$ cat src/rtl/riscv_ex_pipe.sv
// riscv_ex_pipe: RISC-V execute stage with valid/ack handshakes towards ID and MEM.
// Define RISCV_EX_MUL_EN to add the iterative shift-add MUL/MULHU unit (default build: off).
module riscv_ex_pipe #(
    parameter int XLEN   = 32,
    parameter int MEMF_W = 4,
    parameter int SB_W   = 8
) (
    input  logic              clk,
    input  logic              rst,
    input  logic              id_ex_rdy,
    output logic              id_ex_ack,
    input  logic [11:0]       id_ex_funct,
    input  logic              id_ex_op1_cntl,
    input  logic              id_ex_op2_cntl,
    input  logic [XLEN-1:0]   id_ex_pc,
    input  logic [XLEN-1:0]   id_ex_immed,
    input  logic [XLEN-1:0]   ct_ex_op1,
    input  logic [XLEN-1:0]   ct_ex_op2,
    input  logic [MEMF_W-1:0] id_ex_mem_funct,
    input  logic [SB_W-1:0]   id_ex_mem_sb,
    output logic              ex_mem_rdy,
    input  logic              ex_mem_ack,
    output logic [XLEN-1:0]   ex_mem_result,
    output logic [MEMF_W-1:0] ex_mem_funct,
    output logic [SB_W-1:0]   ex_mem_sb,
    output logic              ex_busy
);
    localparam int SH_W = $clog2(XLEN);

    localparam logic [11:0] F_ADD   = 12'h001;
    localparam logic [11:0] F_SUB   = 12'h002;
    localparam logic [11:0] F_OR    = 12'h004;
    localparam logic [11:0] F_XOR   = 12'h008;
    localparam logic [11:0] F_AND   = 12'h010;
    localparam logic [11:0] F_SLT   = 12'h020;
    localparam logic [11:0] F_SLTU  = 12'h040;
    localparam logic [11:0] F_SLL   = 12'h080;
    localparam logic [11:0] F_SRL   = 12'h100;
    localparam logic [11:0] F_SRA   = 12'h200;
    localparam logic [11:0] F_MUL   = 12'h400;
    localparam logic [11:0] F_MULHU = 12'h800;

    typedef enum logic [1:0] {IDLE, MUL, HOLD} state_t;

    state_t            state, state_nxt;
    logic [XLEN-1:0]   op1, op2, alu_res;
    logic [SH_W-1:0]   shamt;
    logic              slot_free, accept, accept_single;
    logic              start_mul, last_iter, mul_load;
    logic [XLEN-1:0]   mul_res;
    logic [MEMF_W-1:0] mul_funct;
    logic [SB_W-1:0]   mul_sb;

    assign op1       = id_ex_op1_cntl ? id_ex_pc : ct_ex_op1;
    assign op2       = id_ex_op2_cntl ? id_ex_immed : ct_ex_op2;
    assign shamt     = op2[SH_W-1:0];
    assign slot_free = ~ex_mem_rdy | ex_mem_ack;
    assign accept    = id_ex_rdy & id_ex_ack;
    assign accept_single = accept & ~start_mul;

    // NOTE: the default assignment first means every path drives alu_res, so no latch is inferred.
    always_comb begin
        alu_res = '0;
        case (id_ex_funct)
            F_ADD:   alu_res = op1 + op2;
            F_SUB:   alu_res = op1 + ~op2 + XLEN'(1);
            F_OR:    alu_res = op1 | op2;
            F_XOR:   alu_res = op1 ^ op2;
            F_AND:   alu_res = op1 & op2;
            F_SLT:   alu_res = {{(XLEN-1){1'b0}}, $signed(op1) < $signed(op2)};
            F_SLTU:  alu_res = {{(XLEN-1){1'b0}}, op1 < op2};
            F_SLL:   alu_res = op1 << shamt;
            F_SRL:   alu_res = op1 >> shamt;
            F_SRA:   alu_res = XLEN'($signed(op1) >>> shamt);
            default: alu_res = '0;
        endcase
    end

`ifdef RISCV_EX_MUL_EN
    // Accumulator holds {partial high, remaining multiplier bits}; one shift-add per cycle.
    logic [2*XLEN-1:0] acc, acc_nxt, mul_prod;
    logic [XLEN-1:0]   mcand;
    logic [XLEN:0]     psum;
    logic [SH_W-1:0]   cnt;
    logic              mul_hi;
    logic [MEMF_W-1:0] lat_funct;
    logic [SB_W-1:0]   lat_sb;

    assign start_mul = accept & ((id_ex_funct == F_MUL) | (id_ex_funct == F_MULHU));
    assign psum      = {1'b0, acc[2*XLEN-1:XLEN]} + (acc[0] ? {1'b0, mcand} : '0);
    assign acc_nxt   = {psum, acc[XLEN-1:1]};
    assign last_iter = (state == MUL) && (cnt == SH_W'(XLEN-1));
    assign mul_load  = (last_iter | (state == HOLD)) & slot_free;
    assign mul_prod  = (state == HOLD) ? acc : acc_nxt;
    assign mul_res   = mul_hi ? mul_prod[2*XLEN-1:XLEN] : mul_prod[XLEN-1:0];
    assign mul_funct = lat_funct;
    assign mul_sb    = lat_sb;

    always_ff @(posedge clk) begin
        if (rst)
            cnt <= '0;
        else if ((state == MUL) && !last_iter)
            cnt <= cnt + SH_W'(1);
        else
            cnt <= '0;
    end

    // NOTE: datapath registers carry no reset; they are always loaded at accept before being read.
    always_ff @(posedge clk) begin
        if (start_mul) begin
            acc       <= {{XLEN{1'b0}}, op1};
            mcand     <= op2;
            mul_hi    <= (id_ex_funct == F_MULHU);
            lat_funct <= id_ex_mem_funct;
            lat_sb    <= id_ex_mem_sb;
        end else if (state == MUL) begin
            acc <= acc_nxt;
        end
    end
`else
    assign start_mul = 1'b0;
    assign last_iter = 1'b0;
    assign mul_load  = 1'b0;
    assign mul_res   = '0;
    assign mul_funct = '0;
    assign mul_sb    = '0;
`endif

    // NOTE: non-blocking assignments so every register samples pre-edge values.
    always_ff @(posedge clk) begin
        if (rst)
            state <= IDLE;
        else
            state <= state_nxt;
    end

    always_comb begin
        state_nxt = state;
        case (state)
            IDLE:    if (start_mul) state_nxt = MUL;
            MUL:     if (last_iter) state_nxt = slot_free ? IDLE : HOLD;
            HOLD:    if (slot_free) state_nxt = IDLE;
            default: state_nxt = IDLE;
        endcase
    end

    always_comb begin
        id_ex_ack = (state == IDLE) & slot_free;
`ifdef RISCV_EX_MUL_EN
        ex_busy   = (state != IDLE);
`else
        ex_busy   = 1'b0;
`endif
    end

    // Output slot: a new accept on the same edge as ack replaces the held result.
    always_ff @(posedge clk) begin
        if (rst) begin
            ex_mem_rdy    <= 1'b0;
            ex_mem_result <= '0;
            ex_mem_funct  <= '0;
            ex_mem_sb     <= '0;
        end else if (accept_single) begin
            ex_mem_rdy    <= 1'b1;
            ex_mem_result <= alu_res;
            ex_mem_funct  <= id_ex_mem_funct;
            ex_mem_sb     <= id_ex_mem_sb;
        end else if (mul_load) begin
            ex_mem_rdy    <= 1'b1;
            ex_mem_result <= mul_res;
            ex_mem_funct  <= mul_funct;
            ex_mem_sb     <= mul_sb;
        end else if (ex_mem_ack) begin
            ex_mem_rdy    <= 1'b0;
        end
    end

endmodule

$ cat config.mk
export PLATFORM = sky130hd
export DESIGN_NAME = riscv_ex_pipe
export DESIGN_NICKNAME = d
export VERILOG_FILES = /design/src/rtl/riscv_ex_pipe.sv
export SDC_FILE = /design/constraint.sdc
export NUM_CORES = 1
export LEC_CHECK = 0
export BUFFER_PORTS_ARGS = -buffer_cell sky130_fd_sc_hd__buf_4
export CAP_MARGIN = 20
export CORE_MARGIN = 4
export CORE_UTILIZATION = 58
export DETAILED_ROUTE_END_ITERATION = 10
export PLACE_DENSITY_LB_ADDON = 0.12
export SYNTH_ARGS = -nofsm -noshare
export SYNTH_HDL_FRONTEND = slang
export SYNTH_SLANG_ARGS = --single-unit
$ cat constraint.sdc
create_clock -name clk -period 5.2 [get_ports clk]
set_input_delay 0.52 -clock clk [delete_from_list [all_inputs] [get_ports clk]]
set_output_delay 0.52 -clock clk [all_outputs]
set_load 0.02 [all_outputs]
# Yosys cells after proc, flatten, opt, wreduce, memory -nomap -nowiden
# Index checks and enable logic that the tools add are counted.
[classes] n_bitwise=9 add_sub_neg=3 n_lt_le_gt_ge=2 n_shift=3 n_reduce_logical=4 eq_ne=13 n_mux=7
[ops] operator="32-bit case mux with 10 select lines" count=1
[ops] operator="32-bit adder" count=2
[ops] operator="32-bit < comparator" count=2
[ops] operator="32-bit 2-to-1 mux" count=2
[ops] operator="32-bit by 1-bit adder with 32-bit output, second input constant" count=1
[ops] operator="32-bit bitwise AND" count=1
[ops] operator="32-bit inverter" count=1
[ops] operator="32-bit OR" count=1
[ops] operator="32-bit by 5-bit << shifter with 32-bit output" count=1
[ops] operator="32-bit by 5-bit >> shifter with 32-bit output" count=1
[ops] operator="32-bit by 5-bit >>> shifter with 32-bit output" count=1
[ops] operator="32-bit XOR" count=1
[ops] operator="12-bit by 1-bit == test with 1-bit output, second input constant" count=1
[ops] operator="12-bit by 10-bit == test with 1-bit output, second input constant" count=1
[ops] operator="12-bit by 2-bit == test with 1-bit output, second input constant" count=1
[ops] operator="12-bit by 3-bit == test with 1-bit output, second input constant" count=1
[ops] operator="12-bit by 4-bit == test with 1-bit output, second input constant" count=1
[ops] operator="12-bit by 5-bit == test with 1-bit output, second input constant" count=1
[ops] operator="12-bit by 6-bit == test with 1-bit output, second input constant" count=1
[ops] operator="12-bit by 7-bit == test with 1-bit output, second input constant" count=1
[ops] operator="12-bit by 8-bit == test with 1-bit output, second input constant" count=1
[ops] operator="12-bit by 9-bit == test with 1-bit output, second input constant" count=1
[ops] operator="2-bit case mux with 2 select lines" count=1
[ops] operator="1-bit bitwise AND" count=2
[ops] operator="other kinds (11)" count=13
[totals] out_inout_bits=47 register_bits=47 elab_cells=46 inputBits=158

# Depth between registers and ports, before layout
[depth] depth_word=5 ltp_mapped=19 depth_no_buf=15

# Least setup slack after synthesis
# No wires, ideal clock.
[synth_path] kind="input to register" from="in id_ex_op2_cntl" to="reg ex_mem_result[31]" slack_ns=0.497 t_required_ns=5.105 setup_time_ns=0.095 path_stages=16 n_path_buf=4 t_arrival_ns=4.608 path_cell_list="buf_2 > mux2i_1 > clkbuf_1 > buf_1 > clkbuf_1 > ha_1 > or2b_1 > o311ai_0 > a211oi_1 > o21ai_0 > a21oi_1 > nor2_1 > o41a_1 > or4_1 > mux2i_1 > a221oi_1"
[synth_via] elab_chain_cells=5
[synth_rtl] item="start: declaration" line="14" source="input logic id_ex_op2_cntl,"
[synth_rtl] item="32-bit 2-to-1 mux (*)" line="55" source="assign op2 = id_ex_op2_cntl ? id_ex_immed : ct_ex_op2;"
[synth_rtl] item="32-bit inverter" line="66" source="F_SUB: alu_res = op1 + ~op2 + XLEN'(1);"
[synth_rtl] item="32-bit adder" line="66"
[synth_rtl] item="32-bit by 1-bit adder with 32-bit output" line="66"
[synth_rtl] item="32-bit case mux with 10 select lines (*)" line="64" source="case (id_ex_funct)"
[synth_rtl] item="end signal: assignment" line="165" source="ex_mem_result <= alu_res;"
[synth_rtl] item="end signal: assignment" line="170" source="ex_mem_result <= mul_res;"
[synth_rtl] item="end: declaration" line="23" source="output logic [XLEN-1:0] ex_mem_result,"
# Mark *: on every way between the ends. The rest lies on a longest branch, timed or not.
# A chain may end at the register's enable or synchronous reset.

# Final worst setup path
# Same ends and word-level chain as after synthesis.

==> results_tabular.tex <==
\begin{tabular}{lr}
\hline
Metric & Value \\
\hline
\multicolumn{2}{l}{\textbf{Clocking}} \\
\quad Number of H-tree branching levels & 2 \\
\quad Number of gates given a new drive strength after cts & 0 \\
\quad Master cell of the clock root buffer & clkbuf\_16 \\
\quad Clock transition time at the flip-flop clock pins of the worst setup and hold paths & 0.08 ns \\
\quad Clock tree from TritonCTS & done \\
\quad Post-CTS Setup Bufs & 0 \\
\quad Number of clock buffers inserted by TritonCTS & 5 \\
\quad Clock network latency to the later pin of the worst-skew pair & about 0.32 ns \\
\quad Number of hold-repair buffers added at the cts stage & 0 \\
\quad Maximum clock path buffer count & 2 \\
\quad TritonCTS Sinks & 45 \\
\multicolumn{2}{l}{\textbf{STA}} \\
\quad Final hold violation count & 0 \\
\quad Transition time at the pin with the least slew margin & 1.24 ns \\
\quad Final critical path time including I/O delays and setup & 4.47 ns \\
\quad Max-Slew Margin vs Limit & approximately 17\% \\
\quad Unrepaired setup endpoints after global routing & false \\
\quad Final Skew & 0.00634 ns \\
\quad Total Negative Setup Slacks & 0 ns \\
\quad Period Utilization, post-route & $\sim$86\% \\
\quad Max-slew violation count & 0 \\
\quad Highest achievable clock rate & 224 MHz \\
\quad Final setup violating endpoints & 0 \\
\multicolumn{2}{l}{\textbf{Final layout}} \\
\quad Post-route cell area & 12,900 sq um \\
\quad Non-filler instance count after layout & 1,996 \\
\quad Fill cell total of the finished layout & 1,570 \\
\quad Area grow syn2layout & 18.4\% \\
\quad Commonest non-fill, non-tap cell in the layout & buf\_4 \\
\quad Layout cell share with drive strength beyond 1 & between 10\% and 20\% \\
\quad Nets & between 2,000 and 2,500 \\
\quad Most frequent cells in the layout & 265 x buf\_4, 208 x nand2\_1, 162 x a21oi\_1, 145 x mux2i\_1, 142 x nor2\_1 \\
\multicolumn{2}{l}{\textbf{GRT}} \\
\quad Busiest grt layer & met2 \\
\quad Global-route met1 utilization & between 50\% and 60\% \\
\quad Maximum number of pins on one net before global-route repair & 75 \\
\quad Overall routing resource usage & between 40\% and 50\% \\
\quad Vias in the first global route & 13,518 \\
\quad Wire length of the first global-routing pass & between 70,000 and 80,000 um \\
\quad Initial antenna violation count & 2 \\
\quad Remaining global-route overflow & 0 \\
\quad GRT met3 Usage & 12.9\% \\
\quad Met2 routing resource usage after global routing & 68.3\% \\
\multicolumn{2}{l}{\textbf{Worst setup path}} \\
\quad Worst path required time & about 5.4 ns \\
\quad Reg-to-Reg End & ex\_mem\_result[30] \\
\quad Crit path max fanout & 22 \\
\quad Crit path kind & in2reg \\
\quad Flop-to-flop setup slack & 2.45 ns \\
\quad Reg2Reg Depth & 9 \\
\quad Reg2reg start & ex\_mem\_rdy \\
\quad Type of element capturing the critical path & flip-flop \\
\quad CP arrival & 4.69 ns \\
\quad Startpoint kind of the worst setup timing path & primary input \\
\multicolumn{2}{l}{\textbf{Placement}} \\
\quad Total of buffers placed on input and output ports & 203 \\
\quad Detailed-placement wirelength estimate & 38,800 um \\
\quad Weighted congestion reported at the end of routability-driven placement & 1.10 \\
\quad DP Cell Count & 1,987 \\
\quad Placed cell area & 12,800 sq um \\
\multicolumn{2}{l}{\textbf{Synth}} \\
\quad Per-instance average area after synthesis & 6.76 sq um \\
\quad Synthesis Warnings & 0 \\
\quad Sequential cell area fraction in the yosys report & 8.25\% \\
\quad Post-synth top flop & dfxtp\_1 \\
\quad Most area-hungry cell type in the Yosys netlist & mux2i\_1 \\
\quad Seq cells post-synth & 45 \\
\quad Number of synthesized flops with an enable pin & 0 \\
\quad Ys async rst share & 0\% \\
\quad Leading cell types by total area after synthesis & mux2i\_1 14\%, ha\_1 11\%, dfxtp\_1 8.2\% \\
\quad Number of standard cells after synthesis & 1,616 \\
\quad Post-synth top area share & 13.7\% \\
\quad Netlist cell types & 84 \\
\quad Combined area of all synthesized cells & 10,900 sq um \\
\quad Net count after synthesis & 1,875 \\
\multicolumn{2}{l}{\textbf{Die}} \\
\quad Full die area & 21,100 sq um \\
\quad Top-level port count & 205 \\
\quad Die Ht & 145 um \\
\quad Cell Rows & 49 \\
\quad Starting utilization of the core area & 59.8\% \\
\quad Width of the die & 145 um \\
\quad Placeable core region & approximately 18,000 sq um \\
\multicolumn{2}{l}{\textbf{Route}} \\
\quad Number of detailed-routing iterations run before antenna repair & 7 \\
\quad Wire per inst & approximately 26 um \\
\quad Mean number of vias per cell & 7.20 \\
\quad Antenna Nets Post-Route & 0 \\
\quad Routed WL & 51,300 um \\
\quad Number of DRC violations after detailed-routing iteration 0 & 2,186 \\
\quad DRC viols & 0 \\
\quad Via count & 14,368 \\
\multicolumn{2}{l}{\textbf{Outcome}} \\
\quad Run status & completed \\
\multicolumn{2}{l}{\textbf{Job}} \\
\quad Max-cap check violation count & 0 \\
\multicolumn{2}{l}{\textbf{Power}} \\
\quad Max IR drop VDD & between 0.0001 and 0.00015 V \\
\quad Internal cell power & 0.00106 W \\
\quad Clk pwr share & between 10\% and 20\% \\
\quad Sw Ratio & about 51\% \\
\quad Leakage power & between 5 and 6 nW \\
\quad Power share of the sequential group & 16.2\% \\
\quad Psw & 0.00113 W \\
\quad Power Dens Cells & 169 nW/um\^{}2 \\
\quad Combinational cell fraction of total power & between 60 and 70\% \\
\multicolumn{2}{l}{\textbf{Worst hold path}} \\
\quad Cell depth of the worst hold path & 2 \\
\quad Worst min-delay path startpoint & ex\_mem\_sb[2] \\
\quad Worst Hold Class & reg2reg \\
\quad Hold EP & ex\_mem\_sb[2] \\
\hline
\end{tabular}
flip-flops by register name, summed over array words and instances, names as in the netlist:
signal / count
ex_mem_funct: 4
ex_mem_result: 32
ex_mem_rdy: 1
ex_mem_sb: 8
critical path, stage by stage:
cell	delay, ns
buf_4	0.46
buf_4	0.36
mux2i_1	0.41
ha_1	0.44
nor2_1	0.19
nand2_1	0.11
or4_1	0.40
a21oi_1	0.30
nor2_1	0.14
o41a_1	0.47
or4_1	0.45
mux2i_1	0.14
a221oi_1	0.26
layer usage:
metal / part of all wire (%) / wire length, um
met5: 0.057 / 29
met4: 9.9 / 5060
met3: 14 / 7360
met2: 42 / 21400
met1: 34 / 17500
final cells by class:
class	instances	area [sq um]	share of cell area, %
inverters	90	338	2.61
multi-input cells	1358	9260	71.6
repair buffers	265	1990	15.4
well taps	229	287	2.22
flip-flops and latches	45	901	6.96
clock buffers	5	125	0.967
clock inverters	3	28.8	0.222
diodes	1	2.50	0.0193
power groups by stage:
stage	clock network [W]	logic, W	registers (W)
final	0.000376	0.00146	0.000353
after global routing	0.000384	0.00154	0.000354
after CTS	0.000369	0.00139	0.000353
after detailed placement	0	0.00139	0.000361
after global placement	0	0.00137	0.000361
after floorplan	0	0.000929	0.000369
cell usage after synthesis, drive strengths merged, types with 24 or more instances:
cell and n:
mux2i 150, a31oi 26, nor3 26, o22ai 24, nand2 208, a221oi 32
o211ai 34, dfxtp 45, o21ai 101, buf 38, nor2 142, clkbuf 85
nand3 44, a211oi 52, a21oi 162, inv 89, ha 99
how the worst max path moves through the flow:
stage	start	to	slack [ns]	cells past startpoint
floorplan	id_ex_op2_cntl	ex_mem_result[31]	0.50	16
global placement	id_ex_op2_cntl	ex_mem_result[31]	0.65	13
detailed placement	id_ex_op2_cntl	ex_mem_result[31]	0.55	13
CTS	id_ex_op2_cntl	ex_mem_result[31]	0.86	13
global route	id_ex_op2_cntl	ex_mem_result[31]	0.51	13
finish	id_ex_op2_cntl	ex_mem_result[31]	0.73	13
per-stage QoR:
stage	hold WS [ns]	worst slack (ns)	util (%)	total power [W]
CTS	0.459	0.855	70.8	0.00212
global route	0.467	0.507	70.8	0.00228
floorplan	0.517	0.497	-	0.00130
global placement	0.442	0.650	69.9	0.00173
detailed placement	0.449	0.547	69.9	0.00175
finish	0.459	0.726	70.8	0.00219
logic make-up after synthesis:
group	Yosys count	synth area share (%)
adder cells (fa/ha/maj)	101	11.7
AND/OR/NAND/NOR	505	20.7
multiplexers	164	15.5
flip-flops	45	8.25
other	1	0.0343
XOR/XNOR	9	0.722
AO/OA/AOI/OAI	578	35.4
buffers and inverters	213	7.65
Power figures use the tool's default switching activity.
